**src/rtl/cv32e40p_irq_ctrl.sv**
```systemverilog
// Interrupt source aggregator feeding the core's irq_i vector.
// Fast lines are synchronised and latched per source as edge- or level-triggered,
// a machine timer (mtime/mtimecmp) raises irq 7, MSIP raises irq 3 and the
// external line raises irq 11. A small register port configures everything.
module cv32e40p_irq_ctrl #(
  parameter int unsigned NUM_FAST = 16,
  parameter int unsigned PRESCALE = 1
) (
  input  logic                clk_i,
  input  logic                rst_i,
  input  logic [NUM_FAST-1:0] fast_irq_i,
  input  logic                ext_irq_i,
  output logic [31:0]         irq_o,
  input  logic                irq_ack_i,
  input  logic [4:0]          irq_id_i,
  input  logic                reg_req_i,
  input  logic                reg_we_i,
  input  logic [4:0]          reg_addr_i,
  input  logic [31:0]         reg_wdata_i,
  output logic [31:0]         reg_rdata_o,
  output logic                reg_valid_o
);

  localparam int unsigned PW = (PRESCALE > 1) ? $clog2(PRESCALE) : 1;
  localparam logic [PW-1:0] PRESC_MAX = PW'(PRESCALE - 1);

  localparam logic [2:0] W_MSIP     = 3'd0;
  localparam logic [2:0] W_PEND     = 3'd1;
  localparam logic [2:0] W_EDGE     = 3'd2;
  localparam logic [2:0] W_ENABLE   = 3'd3;
  localparam logic [2:0] W_MTIME_LO = 3'd4;
  localparam logic [2:0] W_MTIME_HI = 3'd5;
  localparam logic [2:0] W_CMP_LO   = 3'd6;
  localparam logic [2:0] W_CMP_HI   = 3'd7;

  // Synchroniser stages; s3 holds the previous s2 value for edge detection
  logic [NUM_FAST-1:0] fast_s1_q, fast_s2_q, fast_s3_q;
  logic                ext_s1_q, ext_s2_q;

  logic [NUM_FAST-1:0] pend_q, pend_d;
  logic [NUM_FAST-1:0] edge_q, edge_d;
  logic [NUM_FAST-1:0] enable_q, enable_d;
  logic                msip_q, msip_d;
  logic [PW-1:0]       presc_q, presc_d;
  logic [63:0]         mtime_q, mtime_d;
  logic [63:0]         mtimecmp_q, mtimecmp_d;
  logic                mtip_q, mtip_d;
  logic [31:0]         irq_q, irq_d;
  logic [31:0]         rdata_q, rdata_d;
  logic                valid_q;

  logic [2:0]          word_s;
  logic                wr_s, rd_s, tick_s;
  logic [NUM_FAST-1:0] wdata_src_s;
  logic [NUM_FAST-1:0] ack_clr_s, w1c_s, to_edge_s, clr_s, rise_s;
  logic                unused_addr_s;

  assign word_s        = reg_addr_i[4:2];
  assign wr_s          = reg_req_i & reg_we_i;
  assign rd_s          = reg_req_i & ~reg_we_i;
  assign wdata_src_s   = reg_wdata_i[NUM_FAST-1:0];
  assign unused_addr_s = ^reg_addr_i[1:0];

  assign irq_o       = irq_q;
  assign reg_rdata_o = rdata_q;
  assign reg_valid_o = valid_q;

  // Configuration registers: MSIP, EDGE, ENABLE and MTIMECMP halves
  always_comb begin
    msip_d     = msip_q;
    edge_d     = edge_q;
    enable_d   = enable_q;
    mtimecmp_d = mtimecmp_q;
    if (wr_s) begin
      case (word_s)
        W_MSIP:   msip_d     = reg_wdata_i[0];
        W_EDGE:   edge_d     = wdata_src_s;
        W_ENABLE: enable_d   = wdata_src_s;
        W_CMP_LO: mtimecmp_d = {mtimecmp_q[63:32], reg_wdata_i};
        W_CMP_HI: mtimecmp_d = {reg_wdata_i, mtimecmp_q[31:0]};
        default:  msip_d     = msip_q;
      endcase
    end else begin
      msip_d = msip_q;
    end
  end

  // Pending bits: edge sources latch rising edges (set beats clear), level sources follow s2
  always_comb begin
    for (int k = 0; k < NUM_FAST; k++) begin
      ack_clr_s[k] = irq_ack_i & (irq_id_i == 5'(16 + k));
    end
    if (wr_s && (word_s == W_PEND)) begin
      w1c_s = wdata_src_s & edge_q;
    end else begin
      w1c_s = '0;
    end
    if (wr_s && (word_s == W_EDGE)) begin
      to_edge_s = wdata_src_s & ~edge_q;
    end else begin
      to_edge_s = '0;
    end
    clr_s  = ack_clr_s | w1c_s | to_edge_s;
    rise_s = fast_s2_q & ~fast_s3_q;
    pend_d = (edge_d & (rise_s | (pend_q & ~clr_s))) | (~edge_d & fast_s2_q);
  end

  // Timer: prescaled mtime increment, register writes override the increment
  always_comb begin
    tick_s = (presc_q == PRESC_MAX);
    if (tick_s) begin
      presc_d = '0;
    end else begin
      presc_d = presc_q + PW'(1);
    end
    if (wr_s && (word_s == W_MTIME_LO)) begin
      mtime_d = {mtime_q[63:32], reg_wdata_i};
    end else if (wr_s && (word_s == W_MTIME_HI)) begin
      mtime_d = {reg_wdata_i, mtime_q[31:0]};
    end else if (tick_s) begin
      mtime_d = mtime_q + 64'd1;
    end else begin
      mtime_d = mtime_q;
    end
    mtip_d = (mtime_d >= mtimecmp_d);
  end

  // Read data mux; data is zero whenever no read is being answered
  always_comb begin
    rdata_d = 32'h0;
    if (rd_s) begin
      case (word_s)
        W_MSIP:     rdata_d = {31'h0, msip_q};
        W_PEND:     rdata_d = 32'(pend_q);
        W_EDGE:     rdata_d = 32'(edge_q);
        W_ENABLE:   rdata_d = 32'(enable_q);
        W_MTIME_LO: rdata_d = mtime_q[31:0];
        W_MTIME_HI: rdata_d = mtime_q[63:32];
        W_CMP_LO:   rdata_d = mtimecmp_q[31:0];
        W_CMP_HI:   rdata_d = mtimecmp_q[63:32];
        default:    rdata_d = 32'h0;
      endcase
    end else begin
      rdata_d = 32'h0;
    end
  end

  // Interrupt vector composition from post-edge state; timer bit uses the registered mtip
  always_comb begin
    irq_d                   = 32'h0;
    irq_d[3]                = msip_d;
    irq_d[7]                = mtip_q;
    irq_d[11]               = ext_s2_q;
    irq_d[16 +: NUM_FAST]   = pend_d & enable_d;
  end

  // Two-flop synchronisers plus the delayed copy used for edge detection
  always_ff @(posedge clk_i) begin
    if (rst_i) begin
      fast_s1_q <= '0;
      fast_s2_q <= '0;
      fast_s3_q <= '0;
      ext_s1_q  <= 1'b0;
      ext_s2_q  <= 1'b0;
    end else begin
      fast_s1_q <= fast_irq_i;
      fast_s2_q <= fast_s1_q;
      fast_s3_q <= fast_s2_q;
      ext_s1_q  <= ext_irq_i;
      ext_s2_q  <= ext_s1_q;
    end
  end

  // Architectural state, timer and registered outputs
  always_ff @(posedge clk_i) begin
    if (rst_i) begin
      pend_q     <= '0;
      edge_q     <= '0;
      enable_q   <= '0;
      msip_q     <= 1'b0;
      presc_q    <= '0;
      mtime_q    <= 64'h0;
      mtimecmp_q <= 64'hFFFF_FFFF_FFFF_FFFF;
      mtip_q     <= 1'b0;
      irq_q      <= 32'h0;
      rdata_q    <= 32'h0;
      valid_q    <= 1'b0;
    end else begin
      pend_q     <= pend_d;
      edge_q     <= edge_d;
      enable_q   <= enable_d;
      msip_q     <= msip_d;
      presc_q    <= presc_d;
      mtime_q    <= mtime_d;
      mtimecmp_q <= mtimecmp_d;
      mtip_q     <= mtip_d;
      irq_q      <= irq_d;
      rdata_q    <= rdata_d;
      valid_q    <= reg_req_i;
    end
  end

endmodule

```
**config.mk**
```make
export PLATFORM = sky130hd
export DESIGN_NAME = cv32e40p_irq_ctrl
export DESIGN_NICKNAME = d
export VERILOG_FILES = /design/src/rtl/cv32e40p_irq_ctrl.sv
export SDC_FILE = /design/constraint.sdc
export NUM_CORES = 1
export LEC_CHECK = 0
export CAP_MARGIN = 5
export CORE_MARGIN = 3
export CORE_UTILIZATION = 34
export CTS_CLUSTER_DIAMETER = 40
export CTS_CLUSTER_SIZE = 20
export DETAILED_ROUTE_END_ITERATION = 8
export GPL_ROUTABILITY_DRIVEN = 0
export GPL_TIMING_DRIVEN = 0
export SYNTH_ARGS = -nofsm -noshare
export SYNTH_HDL_FRONTEND = slang
export SYNTH_SLANG_ARGS = --single-unit
```
**constraint.sdc**
```tcl
create_clock -name clk_i -period 3.98 [get_ports clk_i]
set_input_delay 0.995 -clock clk_i [delete_from_list [all_inputs] [get_ports clk_i]]
set_output_delay 0.995 -clock clk_i [all_outputs]
set_load 0.05 [all_outputs]
```
### After elaboration in Yosys (flattened, before gate mapping)

Cells that the tools add are included.

| storage, ports and cells | value |
|---|---|
| register bits after elaboration | 294 |
| input port bits | 64 |
| output and inout port bits | 65 |
| logic and storage cells | 100 |

| operators by class | value |
|---|---|
| $add $sub $neg | 2 |
| magnitude comparators | 1 |
| eq/ne operators | 23 |
| muxes and demuxes | 14 |
| bitwise operators | 36 |
| reduce and logical (&&, ||, !) cells | 7 |

Operators by type and width:

| cell | count |
|---|---|
| 64-bit 2-to-1 mux | 4 |
| 32-bit one-hot mux with 8 select lines | 1 |
| 64-bit one-hot mux with 2 select lines | 1 |
| 16-bit bitwise AND | 7 |
| 16-bit 2-to-1 mux | 6 |
| 5-bit equality test, second input constant | 16 |
| 64-bit by 1-bit adder with 64-bit output, second input constant | 1 |
| 64-bit greater-or-equal comparator | 1 |
| 16-bit NOT | 4 |
| 16-bit OR | 4 |
| 1-bit bitwise AND | 18 |
| 3-bit equality test, second input constant | 4 |
| 3-bit by 2-bit equality test with 1-bit output, second input constant | 2 |
| 1-bit logical AND | 4 |
| 2-bit OR reduction | 2 |
| 3-bit by 1-bit equality test with 1-bit output, second input constant | 1 |
| 3-bit logical NOT | 1 |
| 1-bit NOT | 3 |
| 1-bit 2-to-1 mux | 2 |
| 1-bit adder, second input constant | 1 |

### Longest topological paths before layout

| logic depth | value |
|---|---|
| word-level depth | 11 |
| mapped depth | 16 |

### Worst setup path after synthesis

Ideal clock, no wire load.

| timing path | value |
|---|---|
| path kind | in2reg |
| start | in reg_addr_i[4] |
| end | reg mtip_q |
| data arrival time | 3930 ps |
| required time | 3855 ps |
| slack | -75 ps |
| cell stages on the path | 15 |
| path buffers | 4 |
| cells stage by stage | clkbuf_1 > nor3b_1 > nor2b_1 > buf_2 > buf_2 > buf_2 > nor2_1 > a21oi_1 > ha_1 > nand2b_1 > a2111o_1 > o2111ai_1 > a311oi_1 > o311ai_0 > nand2_1 |

| on the way | value |
|---|---|
| longest elaborated chain between the ends | 5 |
| elaborated cells between the ends (all ways) | 11 |
| classes of those cells | 1 x order compare; 4 x eq/ne; 4 x mux; 2 x reduce/logical |

Ends and longest elaborated chain:

| what | RTL line | text |
|---|---|---|
| start, declared | 18 | `input logic [4:0] reg_addr_i,` |
| 3-bit equality test | 118 | `end else if (wr_s && (word_s == W_MTIME_HI)) begin` |
| 1-bit logical AND | 118 |  |
| 64-bit 2-to-1 mux | 118 |  |
| 64-bit 2-to-1 mux | 116 | `if (wr_s && (word_s == W_MTIME_LO)) begin` |
| 64-bit greater-or-equal comparator * | 125 | `mtip_d = (mtime_d >= mtimecmp_d);` |
| end signal, assigned | 196 | `mtip_q <= mtip_d;` |
| end, declared | 47 | `logic mtip_q, mtip_d;` |

Mark *: on every way between the ends. The rest lies on a longest branch, timed or not.
A chain may end at the register's enable or synchronous reset.

### Final worst setup path

| timing path | value |
|---|---|
| start | in reg_addr_i[2] |
| end | reg mtip_q |

| on the way | value |
|---|---|
| longest elaborated chain between the ends | 5 |
| elaborated cells between the ends (all ways) | 11 |
| classes of those cells | 1 x order compare; 4 x eq/ne; 4 x mux; 2 x reduce/logical |

Ends and longest elaborated chain:

| what | RTL line | text |
|---|---|---|
| 3-bit equality test | 118 |  |
| 1-bit logical AND | 118 |  |
| 64-bit 2-to-1 mux | 118 |  |
| 64-bit 2-to-1 mux * | 116 |  |
| named net mtime_d[13] | 45 | `logic [63:0] mtime_q, mtime_d;` |
| 64-bit greater-or-equal comparator * | 125 |  |

Mark *: on every way through the listed nets, which the timed path passes. The rest lies on a longest branch.

==> run summary <==
=============================================================================
Die span in x                                                          211 um
Routed wire length on met2                                          24,700 um
1st-pass router iterations                                                  6
Routed vias/inst                                                         5.79
Count of port buffers added during placement                              104
Maximum number of pins on one net before global-route repair               20
Reg-to-Reg Start                                                   mtime_q[3]
Max-slew violations                                                         0
Kind of launch point of the worst setup path                       input port
Final Hold Fails                                                            0
Share of the clock period used by the worst path                        99.5%
Master cell of the clock root buffer                                clkbuf_16
Fraction of layout instances using a drive strength above 1             13.3%
Effective utilization at floorplan                                      34.8%
Core region area                                                 41,200 sq um
TritonCTS clock tree                                                    built
EDFF count, synth                                                           0
Largest clock skew in the final design                                37.6 ps
Sinks on Clock Net                                                        280
Routed length on met3                                                 6040 um
Required time at the worst-slack endpoint                             4460 ps
Global-route usage over all layers                                      24.5%
Hold-critical path depth                                                    2
Hold buffer count at cts                                                    0
Area of the mapped netlist                                       14,300 sq um
Post-Syn Instances                                                      1,651
Setup slack at placement                                             -2080 ps
Actual transition at the worst max-transition pin                     1230 ps
Power per cell area                                               407 nW/um^2
Number of nets in the finished design                                   1,963
DRC marker count from the first detailed-route iteration                1,578
Maximum buffer depth of the clock tree                                      3
Overflow left after global routing                                          0
Layout overhead on the synthesized area                                 27.1%
Most frequent cells in the layout                                269 x dfxtp_1, 173 x nand2_1, 164 x nor2_1, 125 x mux2i_1, 100 x clkdlybuf4s50_1
Antenna Diode Count                                                         0
Max H-tree Level                                                            2
Worst slew margin relative to its limit                                 17.8%
Post-route DRC violation count                                              0
Kind of critical path                                                  in2reg
Via count of the first global-routing pass                              13.4k
Worst R2R Setup Slack                                                  100 ps
Worst vdd ir                                                           260 uV
Total die area                                                   44,600 sq um
Vertical die dimension                                                 211 um
Uppermost routed layer                                                   met4
Minimum setup slack in the final design                               19.6 ps
Outcome                                                          finished, final reports clean
Floorplan row count                                                        74
Global-route wire length before repair                              82,800 um
Reg2Reg Depth                                                              16
Average footprint of a synthesized cell                            8.68 sq um
Maximum Capacitance Violations                                              0
Portion of the post-synthesis area used by sequential elements          39.1%
Clk slew on worst S/H paths                                             60 ps
Final routed wirelength across all metal layers                     56,100 um
Cell leakage power                                                 0.00701 uW
Via Count                                                               13.9k
Share of flip-flops with an asynchronous set or reset                      0%
Maximum fanout encountered on the critical timing path                     10
Total CTS buffers                                                          42
Final standard cell utilization of the core                             44.2%
Worst Hold Path EP                                               fast_s3_q[4]
Initial antenna violation count                                             0
Routed wirelength normalized by instance count                        23.4 um
Total number of yosys warnings                                              0
Final Critical Period                                                 3960 ps
Sum of negative setup slack                                              0 ps
Commonest register cell after synthesis                               dfxtp_1
Launch instance of the worst min-delay path                      fast_s2_q[4]
Most common cell after layout, fill and taps aside                    dfxtp_1
Number of distinct library cells after synthesis                           71
Min-Delay Path Class                                                  reg2reg
Setup crit end kind                                                  register
Post-DP HPWL                                                        40,900 um
Max frequency                                                         252 MHz
Crit Reg-Reg Endpoint                                                  mtip_q
Total routed wire length on the met1 layer                          22,100 um
Yosys reg bits                                                            280
Insertion delay to the later sink of the worst-skew pair               570 ps
Arrival @ worst endpoint                                              4440 ps
Ports placed on the boundary                                              129
Endpoints failing setup                                                     0
Post-detailed-route count of antenna-violating nets                         0
=============================================================================
kinds of logic after synthesis:
family | after synthesis | share of synthesized area [%]
other | 1 | 0.0262
buffers and inverters | 160 | 4.70
XOR/XNOR | 32 | 1.96
AND/OR/NAND/NOR | 649 | 22.6
flip-flops | 280 | 39.1
AO/OA/AOI/OAI | 310 | 13.9
adder cells (fa/ha/maj) | 65 | 5.68
multiplexers | 154 | 12.0
state kept, by name, summed over array words and instances (netlist names):
signal and flops:
mtime_q 64, mtimecmp_q 64, reg_rdata_o 32, irq_o 19, edge_q 16, enable_q 16
fast_s1_q 16, fast_s2_q 16, fast_s3_q 16, pend_q 16, ext_s1_q 1, ext_s2_q 1
mtip_q 1, presc_q 1, reg_valid_o 1
routing by layer:
layer  vias to the layer above  global-route usage [%]
met5                         -                       0
met1                      6517                    31.5
met2                       855                    39.3
met4                         0                    12.1
li1                       6279                       -
met3                       215                    5.26
synth_stat cells, drive strengths merged (3+ instances only):
cell type  count  area (sq um)
dfxtp        280          5610
nand2        178           671
nor2         170           641
mux2i        127          1270
a21oi         95           475
clkbuf        72           270
ha            65           813
o21ai         65           325
nor2b         61           382
buf           46           245
nand3         45           230
inv           42           158
nand4         42           290
nor3          33           170
a211oi        30           238
and2          24           150
a22oi         21           158
and3          20           125
xor2          19           166
nor4          18           143
a31oi         14          87.6
mux2          14           158
a221oi        13           114
mux4          13           297
or3           13          81.3
xnor2         13           114
a21o          12          90.1
a22o          10          87.6
and4          10          87.6
nand2b         9          56.3
o22ai          9          56.3
nand3b         6          45.0
o2111ai        6          52.6
or4            6          45.0
a41oi          4          35.0
nand4b         4          35.0
a222oi         3          30.0
a311oi         3          26.3
nor4b          3          26.3
o21a           3          22.5
o311a          3          30.0
o31ai          3          22.5
or2            3          18.8
stage by stage:
| stage | hold slack (ps) | instance area [sq um] | cells | power (uW) |
|---|---|---|---|---|
| after floorplan | 400 | 14400 | 1664 | 3320 |
| after global placement | 410 | 16100 | 2300 | 3580 |
| after detailed placement | 414 | 16100 | 2300 | 3590 |
| after CTS | 425 | 18000 | 2383 | 7410 |
| after global routing | 446 | 18200 | 2394 | 7610 |
| final | 422 | 18200 | 2394 | 7410 |
final cells by class:
| cell class | instances | area [sq um] |
|---|---|---|
| Timing Repair Buffer | 130 | 1240 |
| Multi-Input combinational cell | 1224 | 8410 |
| Clock buffer | 49 | 1130 |
| Clock inverter | 23 | 329 |
| Fill cell | 3998 | 23000 |
| Inverter | 42 | 161 |
| Tap cell | 532 | 666 |
| Sequential cell | 280 | 5620 |
| Buffer | 114 | 652 |
critical path: stages:
cell and delay (ps):
clkdlybuf4s15_1 260, nor3b_4 300, nand3_2 200, clkbuf_2 360, clkbuf_2 380, a21oi_1 290
ha_1 190, nand4_1 220, nor3_4 390, o2111ai_4 210, a311oi_2 390, o311ai_2 140
nand2_1 100
what timing repair did:
action / CTS / global route
buffers inserted: 14 / 12
gates resized for setup: 100 / 60
pin swaps: 11 / 17
setup endpoints to repair: 1 / 1
how the worst max path moves through the flow:
| stage | slack (ps) | end | startpoint |
|---|---|---|---|
| finish | 20 | mtip_q | reg_addr_i[2] |
| global route | -30 | mtip_q | reg_addr_i[2] |
| CTS | 1 | mtip_q | mtime_q[22] |
| detailed placement | -2080 | mtip_q | reg_addr_i[2] |
| global placement | -2070 | mtip_q | reg_addr_i[2] |
| floorplan | 70 | mtip_q | reg_addr_i[4] |
power breakdown:
group          leakage [uW]  switching (uW)  total (uW)  internal (uW)
Combinational       0.00403             428         662            233
Clock              0.000704            1490        3840           2340
Sequential          0.00228            44.3        2910           2870
(Power assumes the default switching activity.)
